## src/rtl/adaptive_binary_if.sv

```systemverilog
// Pixel stream bundle for the QR binarizer.
// Master drives pixels and controls; slave returns bits.
interface adaptive_binary_if;
  logic [15:0] pixel_in;
  logic        valid_in;
  logic        line_start_in;
  logic        mode_in;
  logic [7:0]  thresh_in;
  logic [7:0]  offset_in;
  logic        bin_out;
  logic        valid_out;
  logic [7:0]  y_out;

  modport master (
    output pixel_in, valid_in, line_start_in,
    output mode_in, thresh_in, offset_in,
    input  bin_out, valid_out, y_out
  );

  modport slave (
    input  pixel_in, valid_in, line_start_in,
    input  mode_in, thresh_in, offset_in,
    output bin_out, valid_out, y_out
  );
endinterface

```

## src/rtl/adaptive_binary.sv

```systemverilog
// RGB565 -> luma -> 1-bit binarizer, 4-stage pipe.
// Fixed or row-local mean-minus-offset threshold.
module adaptive_binary #(
  parameter int WINDOW = 16,
  parameter bit INVERT = 1'b0
) (
  input logic              clk_in,
  input logic              rst_in,
  adaptive_binary_if.slave bus
);
  localparam int LW = $clog2(WINDOW);
  localparam int SW = 8 + LW;
  localparam int CW = LW + 1;
  localparam logic [CW-1:0] FULL = CW'(WINDOW);

  logic [4:0]  r5;
  logic [5:0]  g6;
  logic [4:0]  b5;
  logic [7:0]  r8, g8, b8;
  logic [15:0] pr_d, pg_d, pb_d;

  assign r5 = bus.pixel_in[15:11];
  assign g6 = bus.pixel_in[10:5];
  assign b5 = bus.pixel_in[4:0];
  assign r8 = {r5, r5[4:2]};
  assign g8 = {g6, g6[5:4]};
  assign b8 = {b5, b5[4:2]};
  assign pr_d = 16'(r8) * 16'd77;
  assign pg_d = 16'(g8) * 16'd150;
  assign pb_d = 16'(b8) * 16'd29;

  logic        s1_v_q, s1_ls_q;
  logic [15:0] s1_r_q, s1_g_q, s1_b_q;
  logic        s2_v_q, s2_ls_q;
  logic [15:0] s2_sum_q;
  logic        s3_v_q, s3_ls_q;
  logic [7:0]  s3_y_q;
  logic        bin_q, vout_q;
  logic [7:0]  y_q;
  logic [SW-1:0] sum_q, sum_d;
  logic [CW-1:0] cnt_q, cnt_d;
  logic [7:0]  win_q [WINDOW];

  logic       full;
  logic [7:0] mean;
  logic [7:0] adapt_t;
  logic [7:0] thr;
  logic       bin_d;

  // Threshold uses window state before the S3 pixel joins it.
  always_comb begin
    full    = (cnt_q == FULL);
    mean    = 8'(sum_q >> LW);
    adapt_t = (mean > bus.offset_in) ? (mean - bus.offset_in) : 8'd0;
    thr     = bus.thresh_in;
    if (bus.mode_in && full && !s3_ls_q)
      thr = adapt_t;
    bin_d = (s3_y_q >= thr) ^ INVERT;
  end

  // Window bookkeeping; line start restarts the count.
  always_comb begin
    sum_d = sum_q;
    cnt_d = cnt_q;
    if (s3_v_q) begin
      if (s3_ls_q) begin
        sum_d = SW'(s3_y_q);
        cnt_d = CW'(1);
      end else if (full) begin
        sum_d = sum_q + SW'(s3_y_q) - SW'(win_q[WINDOW-1]);
      end else begin
        sum_d = sum_q + SW'(s3_y_q);
        cnt_d = cnt_q + CW'(1);
      end
    end
  end

  // Pipeline stages, output hold and window counters.
  always_ff @(posedge clk_in or posedge rst_in) begin
    if (rst_in) begin
      s1_v_q   <= 1'b0;
      s1_ls_q  <= 1'b0;
      s1_r_q   <= '0;
      s1_g_q   <= '0;
      s1_b_q   <= '0;
      s2_v_q   <= 1'b0;
      s2_ls_q  <= 1'b0;
      s2_sum_q <= '0;
      s3_v_q   <= 1'b0;
      s3_ls_q  <= 1'b0;
      s3_y_q   <= '0;
      bin_q    <= 1'b0;
      vout_q   <= 1'b0;
      y_q      <= '0;
      sum_q    <= '0;
      cnt_q    <= '0;
    end else begin
      s1_v_q   <= bus.valid_in;
      s1_ls_q  <= bus.valid_in & bus.line_start_in;
      s1_r_q   <= pr_d;
      s1_g_q   <= pg_d;
      s1_b_q   <= pb_d;
      s2_v_q   <= s1_v_q;
      s2_ls_q  <= s1_ls_q;
      s2_sum_q <= s1_r_q + s1_g_q + s1_b_q;
      s3_v_q   <= s2_v_q;
      s3_ls_q  <= s2_ls_q;
      s3_y_q   <= s2_sum_q[15:8];
      vout_q   <= s3_v_q;
      if (s3_v_q) begin
        bin_q <= bin_d;
        y_q   <= s3_y_q;
      end
      sum_q <= sum_d;
      cnt_q <= cnt_d;
    end
  end

  // Luma delay line; stale entries are masked by the count.
  always_ff @(posedge clk_in) begin
    if (s3_v_q) begin
      win_q[0] <= s3_y_q;
      for (int i = 1; i < WINDOW; i++)
        win_q[i] <= win_q[i-1];
    end
  end

  assign bus.bin_out   = bin_q;
  assign bus.valid_out = vout_q;
  assign bus.y_out     = y_q;
endmodule

```

## src/flat_wrapper.sv

```systemverilog
// flat-port wrapper written by rule: the top's interface ports become plain ports
module adaptive_binary_flat 
#(
  parameter int WINDOW = 16,
  parameter bit INVERT = 1'b0
)
  (clk_in, rst_in, bus_pixel_in, bus_valid_in, bus_line_start_in, bus_mode_in, bus_thresh_in, bus_offset_in, bus_bin_out, bus_valid_out, bus_y_out);
  adaptive_binary_if bus_i ();
  input logic clk_in;
  input logic rst_in;
  input wire logic [$bits(bus_i.pixel_in)-1:0] bus_pixel_in;
  input wire logic [$bits(bus_i.valid_in)-1:0] bus_valid_in;
  input wire logic [$bits(bus_i.line_start_in)-1:0] bus_line_start_in;
  input wire logic [$bits(bus_i.mode_in)-1:0] bus_mode_in;
  input wire logic [$bits(bus_i.thresh_in)-1:0] bus_thresh_in;
  input wire logic [$bits(bus_i.offset_in)-1:0] bus_offset_in;
  output wire logic [$bits(bus_i.bin_out)-1:0] bus_bin_out;
  output wire logic [$bits(bus_i.valid_out)-1:0] bus_valid_out;
  output wire logic [$bits(bus_i.y_out)-1:0] bus_y_out;
  assign bus_i.pixel_in = bus_pixel_in;
  assign bus_i.valid_in = bus_valid_in;
  assign bus_i.line_start_in = bus_line_start_in;
  assign bus_i.mode_in = bus_mode_in;
  assign bus_i.thresh_in = bus_thresh_in;
  assign bus_i.offset_in = bus_offset_in;
  assign bus_bin_out = bus_i.bin_out;
  assign bus_valid_out = bus_i.valid_out;
  assign bus_y_out = bus_i.y_out;
  adaptive_binary #(.WINDOW(WINDOW), .INVERT(INVERT)) u_core (.clk_in(clk_in), .rst_in(rst_in), .bus(bus_i));
endmodule
```

## config.mk

```make
export PLATFORM = sky130hd
export DESIGN_NAME = adaptive_binary_flat
export DESIGN_NICKNAME = d
export VERILOG_FILES = /design/src/rtl/adaptive_binary_if.sv /design/src/rtl/adaptive_binary.sv /design/src/flat_wrapper.sv
export SDC_FILE = /design/constraint.sdc
export NUM_CORES = 1
export LEC_CHECK = 0
export BUFFER_PORTS_ARGS = -buffer_cell sky130_fd_sc_hd__buf_2
export CELL_PAD_IN_SITES_DETAIL_PLACEMENT = 1
export CELL_PAD_IN_SITES_GLOBAL_PLACEMENT = 2
export CORE_UTILIZATION = 33
export CTS_CLUSTER_DIAMETER = 120
export DETAILED_ROUTE_END_ITERATION = 8
export MAX_ROUTING_LAYER = met4
export PLACE_DENSITY = 0.63
export SYNTH_ARGS = -nofsm -noshare
export SYNTH_HDL_FRONTEND = slang
export SYNTH_SLANG_ARGS = --single-unit
```

## constraint.sdc

```tcl
create_clock -name clk_in -period 7.2 [get_ports clk_in]
set_input_delay 0.72 -clock clk_in [delete_from_list [all_inputs] [get_ports clk_in]]
set_output_delay 0.72 -clock clk_in [all_outputs]
set_load 0.05 [all_outputs]
```

==> summary.md <==
| Metric | Value |
|---|---|
| Status | completed |
| Post-route cell area | about 13,000 um^2 |
| Worst-case reg-to-reg path depth | 15 |
| Clock skew | 0.0179 ns |
| Top FF cell, synth | edfxtp_1 |
| Pre-antenna DRT Iters | 4 |
| Hold Crit Class | in -> async |
| Resize count post-CTS | 0 |
| Worst-Margin Slew | approximately 0.9 ns |
| CTS clk-pin slew, worst paths | approximately 0.060 ns |
| Leakage power | around 0.006 uW |
| Min setup slack post-route | approximately 3.1 ns |
| FF+latch count, synth | 220 |
| Syn Std Cell Area | roughly 12,000 um^2 |
| Initial antenna violation count | 0 |
| TritonCTS clock tree | built |
| Clk buf depth | 3 |
| Worst Setup End Kind | flip-flop |
| DP HPWL | around 18 mm |
| CP Cell Sequence | inv_1 -> ha_1 -> nor4b_2 -> nand3_1 -> nor2_1 -> o31a_1 -> a22o_1 -> ha_1 -> nand2b_1 -> a21o_1 -> a21o_1 -> a21o_1 -> a211o_1 -> a21oi_1 -> o21ai_1 |
| Synth Instances | 889 |
| Clk_lat worst skew | 0.54 ns |
| Maxcap violations | 0 |
| Crit path time final | about 4.1 ns |
| Final setup fails | 0 |
| Most common cell after layout, fill and taps aside | ha_1 |
| RSZ-0062 raised after global routing | false |
| CP max-delay cell | nor4b_2 |
| Vias per Instance | 4.70 |
| Area Overhead vs Synth | 14.1% |
| Worst EP required | ~7.6 ns |
| Commonest cells after routing, fill and taps aside | ha_1 (145), edfxtp_1 (128), inv_1 (124), dfrtp_1 (91), buf_2 (46) |
| Area after DPL | roughly 12,000 um^2 |
| Netlist cell types | just over 60 |
| FP Rows | 68 |
| Global-route wire length before repair | roughly 38 mm |
| GRT Util Overall | 0.140 |
| Worst slew margin | 0.390 |
| Pre-CTS WS | 2.90 ns |
| Starting Density | 0.336 |
| DRC | 0 |
| FFs w/ async S/R, synth | 0.418 |
| Worst setup SP type | flip-flop |
| Final instance count without filler cells | approximately 1.4k |
| CTS Buf Count | 25 |
| YS warnings | 0 |
| Largest net degree at the start of global routing | 71 |
| Critical setup path kind | reg -> reg |
| FF-to-FF End | u_core.bus.bin_out |
| Fillers | 3,706 |
| Number of port buffers | 46 |
| CP max stage delay | between 0.7 and 0.8 ns |
| 1st-iter DRT viols | 266 |
| Final Hold Fails | 0 |
| Pwr dens | 430 nW/um^2 |
| Post-Route WL | 23.4 mm |
| Total setup buffers inserted after CTS | 0 |
| H-tree depth | 1 |
| Reg2Reg Setup Slack | around 3.1 ns |
| Worst-path maximum fanout | 9 |
| Routability cong. | around 0.75 |
| Root buffer cell | clkbuf_16 |
| Wirelength per Cell | approximately 16 um |
| Clock sinks | between 200 and 250 |
| Peak Freq | between 200 and 250 MHz |
| Reg-to-Reg Start | u_core.cnt_q[0] |
| Die Span X | approximately 190 um |
| Layout cell share with drive strength beyond 1 | 0.114 |
| Antenna Nets Post-Route | 0 |
| Most common cell on crit path | a21o_1 |
| Vias in the first global route | around 7k |
| WP data arrival | 4.55 ns |
| GRT overflow | 0 |
| Syn avg cell area | roughly 13 um^2 |
| Antenna diodes | 0 |
| Die H | roughly 190 um |
| Pins over their slew limit | 0 |
| Core region area | approximately 35,000 um^2 |
| Final period utilization | 0.573 |
| Syn nets | around 1.1k |
| Die footprint | roughly 36,000 um^2 |
| Max rail drop VDD | 177 uV |
| Ports | 47 |
| Hold-fix buffers at CTS | 0 |
| Vias | about 6.7k |
| Number of flops mapped to enable cells by yosys | between 100 and 150 |
| Setup TNS | 0 ns |
| Placed Cells | between 1k and 1.5k |
| Net count, final | approximately 1.2k |
| Seq/Total Area, Yosys | 0.530 |
[cells in the mapped netlist (4+ instances only)]
| cell type | instances | share of area |
|---|---|---|
| ha_1 | 145 | 0.16 |
| edfxtp_1 | 128 | 0.33 |
| inv_1 | 125 | 0.040 |
| dfrtp_1 | 92 | 0.20 |
| nor2_1 | 43 | 0.014 |
| fa_1 | 40 | 0.069 |
| a21oi_1 | 35 | 0.015 |
| xnor2_1 | 31 | 0.023 |
| o21ai_0 | 24 | 0.010 |
| nand2_1 | 22 | 0.0071 |
| xor2_1 | 16 | 0.012 |
| a211oi_1 | 14 | 0.0091 |
| a21o_1 | 13 | 0.0084 |
| o21a_1 | 13 | 0.0084 |
| nand3_1 | 12 | 0.0052 |
| nor3_1 | 12 | 0.0052 |
| mux2_2 | 11 | 0.011 |
| o22ai_1 | 10 | 0.0054 |
| clkbuf_1 | 9 | 0.0029 |
| nor2b_1 | 9 | 0.0049 |
| a22oi_1 | 8 | 0.0052 |
| o21ai_1 | 8 | 0.0035 |
| o21bai_1 | 6 | 0.0039 |
| nor3b_1 | 4 | 0.0026 |
| o31a_1 | 4 | 0.0030 |
[final cells by class]
cell class / count / area (um^2) / area share
multi-input cells: 535 / 4940 / 0.374
flip-flops and latches: 220 / 6150 / 0.465
repair buffers: 50 / 260 / 0.0197
clock buffers: 33 / 696 / 0.0526
well taps: 455 / 569 / 0.0430
inverters: 125 / 472 / 0.0357
clock inverters: 13 / 140 / 0.0106
[critical path: cells and delay by family (launching register included)]
kind / cells / cell delay (ns)
flops: 1 / 0.41
simple gates: 4 / 1.60
fa+ha+maj: 2 / 0.39
compound gates: 8 / 1.53
buf+inv: 1 / 0.09
[state kept, by name, indices dropped and copies added (netlist names), 5 cells and up]
signal            count
u_core.s1_g_q        15
u_core.s1_b_q        13
u_core.s3_y_q         8
u_core.sum_q         12
u_core.s2_sum_q       8
u_core.win_q        128
u_core.bus.y_out      8
u_core.cnt_q          5
u_core.s1_r_q        15
[power breakdown]
part	leakage (uW)	switching (uW)	internal [uW]
Clock	0.000409	511	757
Sequential	0.00235	205	1600
Combinational	0.00308	1470	1150
[logic make-up (layout without fill, tap and decap cells)]
| kind of cell | count (synthesis) | count (layout) | share of synthesized area |
|---|---|---|---|
| AOI/OAI and AO/OA | 164 | 164 | 0.0965 |
| DFF | 220 | 220 | 0.530 |
| and+or+nand+nor | 125 | 125 | 0.0555 |
| muxes | 14 | 14 | 0.0133 |
| adders and majority gates | 185 | 185 | 0.226 |
| xor gates and xnor gates | 47 | 47 | 0.0355 |
| buffers and inverters | 134 | 221 | 0.0434 |
[metrics by stage]
step,total power (uW),hold slack (ns),utilization
CTS,5810,0.221,0.383
detailed placement,4490,0.336,0.359
global route,6180,0.237,0.383
global placement,4440,0.331,0.359
finish,5680,0.205,0.383
floorplan,3820,0.331,-
[metal layers]
metal | part of all wire | up-vias | global-route usage
li1 | - | 3301 | -
met1 | 0.47 | 3319 | 0.179
met2 | 0.49 | 67 | 0.235
met3 | 0.024 | 34 | 0.0208
met4 | 0.020 | 0 | 0.0335
met5 | 0 | - | -
[worst max-delay path by stage]
stage                     startpoint             endpoint  slack (ns)  cells after the start
finish               u_core.cnt_q[0]   u_core.bus.bin_out        3.07                     15
global route         u_core.cnt_q[0]   u_core.bus.bin_out        2.78                     15
CTS                  u_core.cnt_q[0]   u_core.bus.bin_out        3.07                     15
detailed placement  bus_offset_in[0]   u_core.bus.bin_out        2.90                     18
global placement    bus_offset_in[0]   u_core.bus.bin_out        3.04                     18
floorplan              u_core.s3_v_q  u_core.bus.y_out[0]        3.13                      3
No activity file was read; power rests on OpenSTA's default activity.
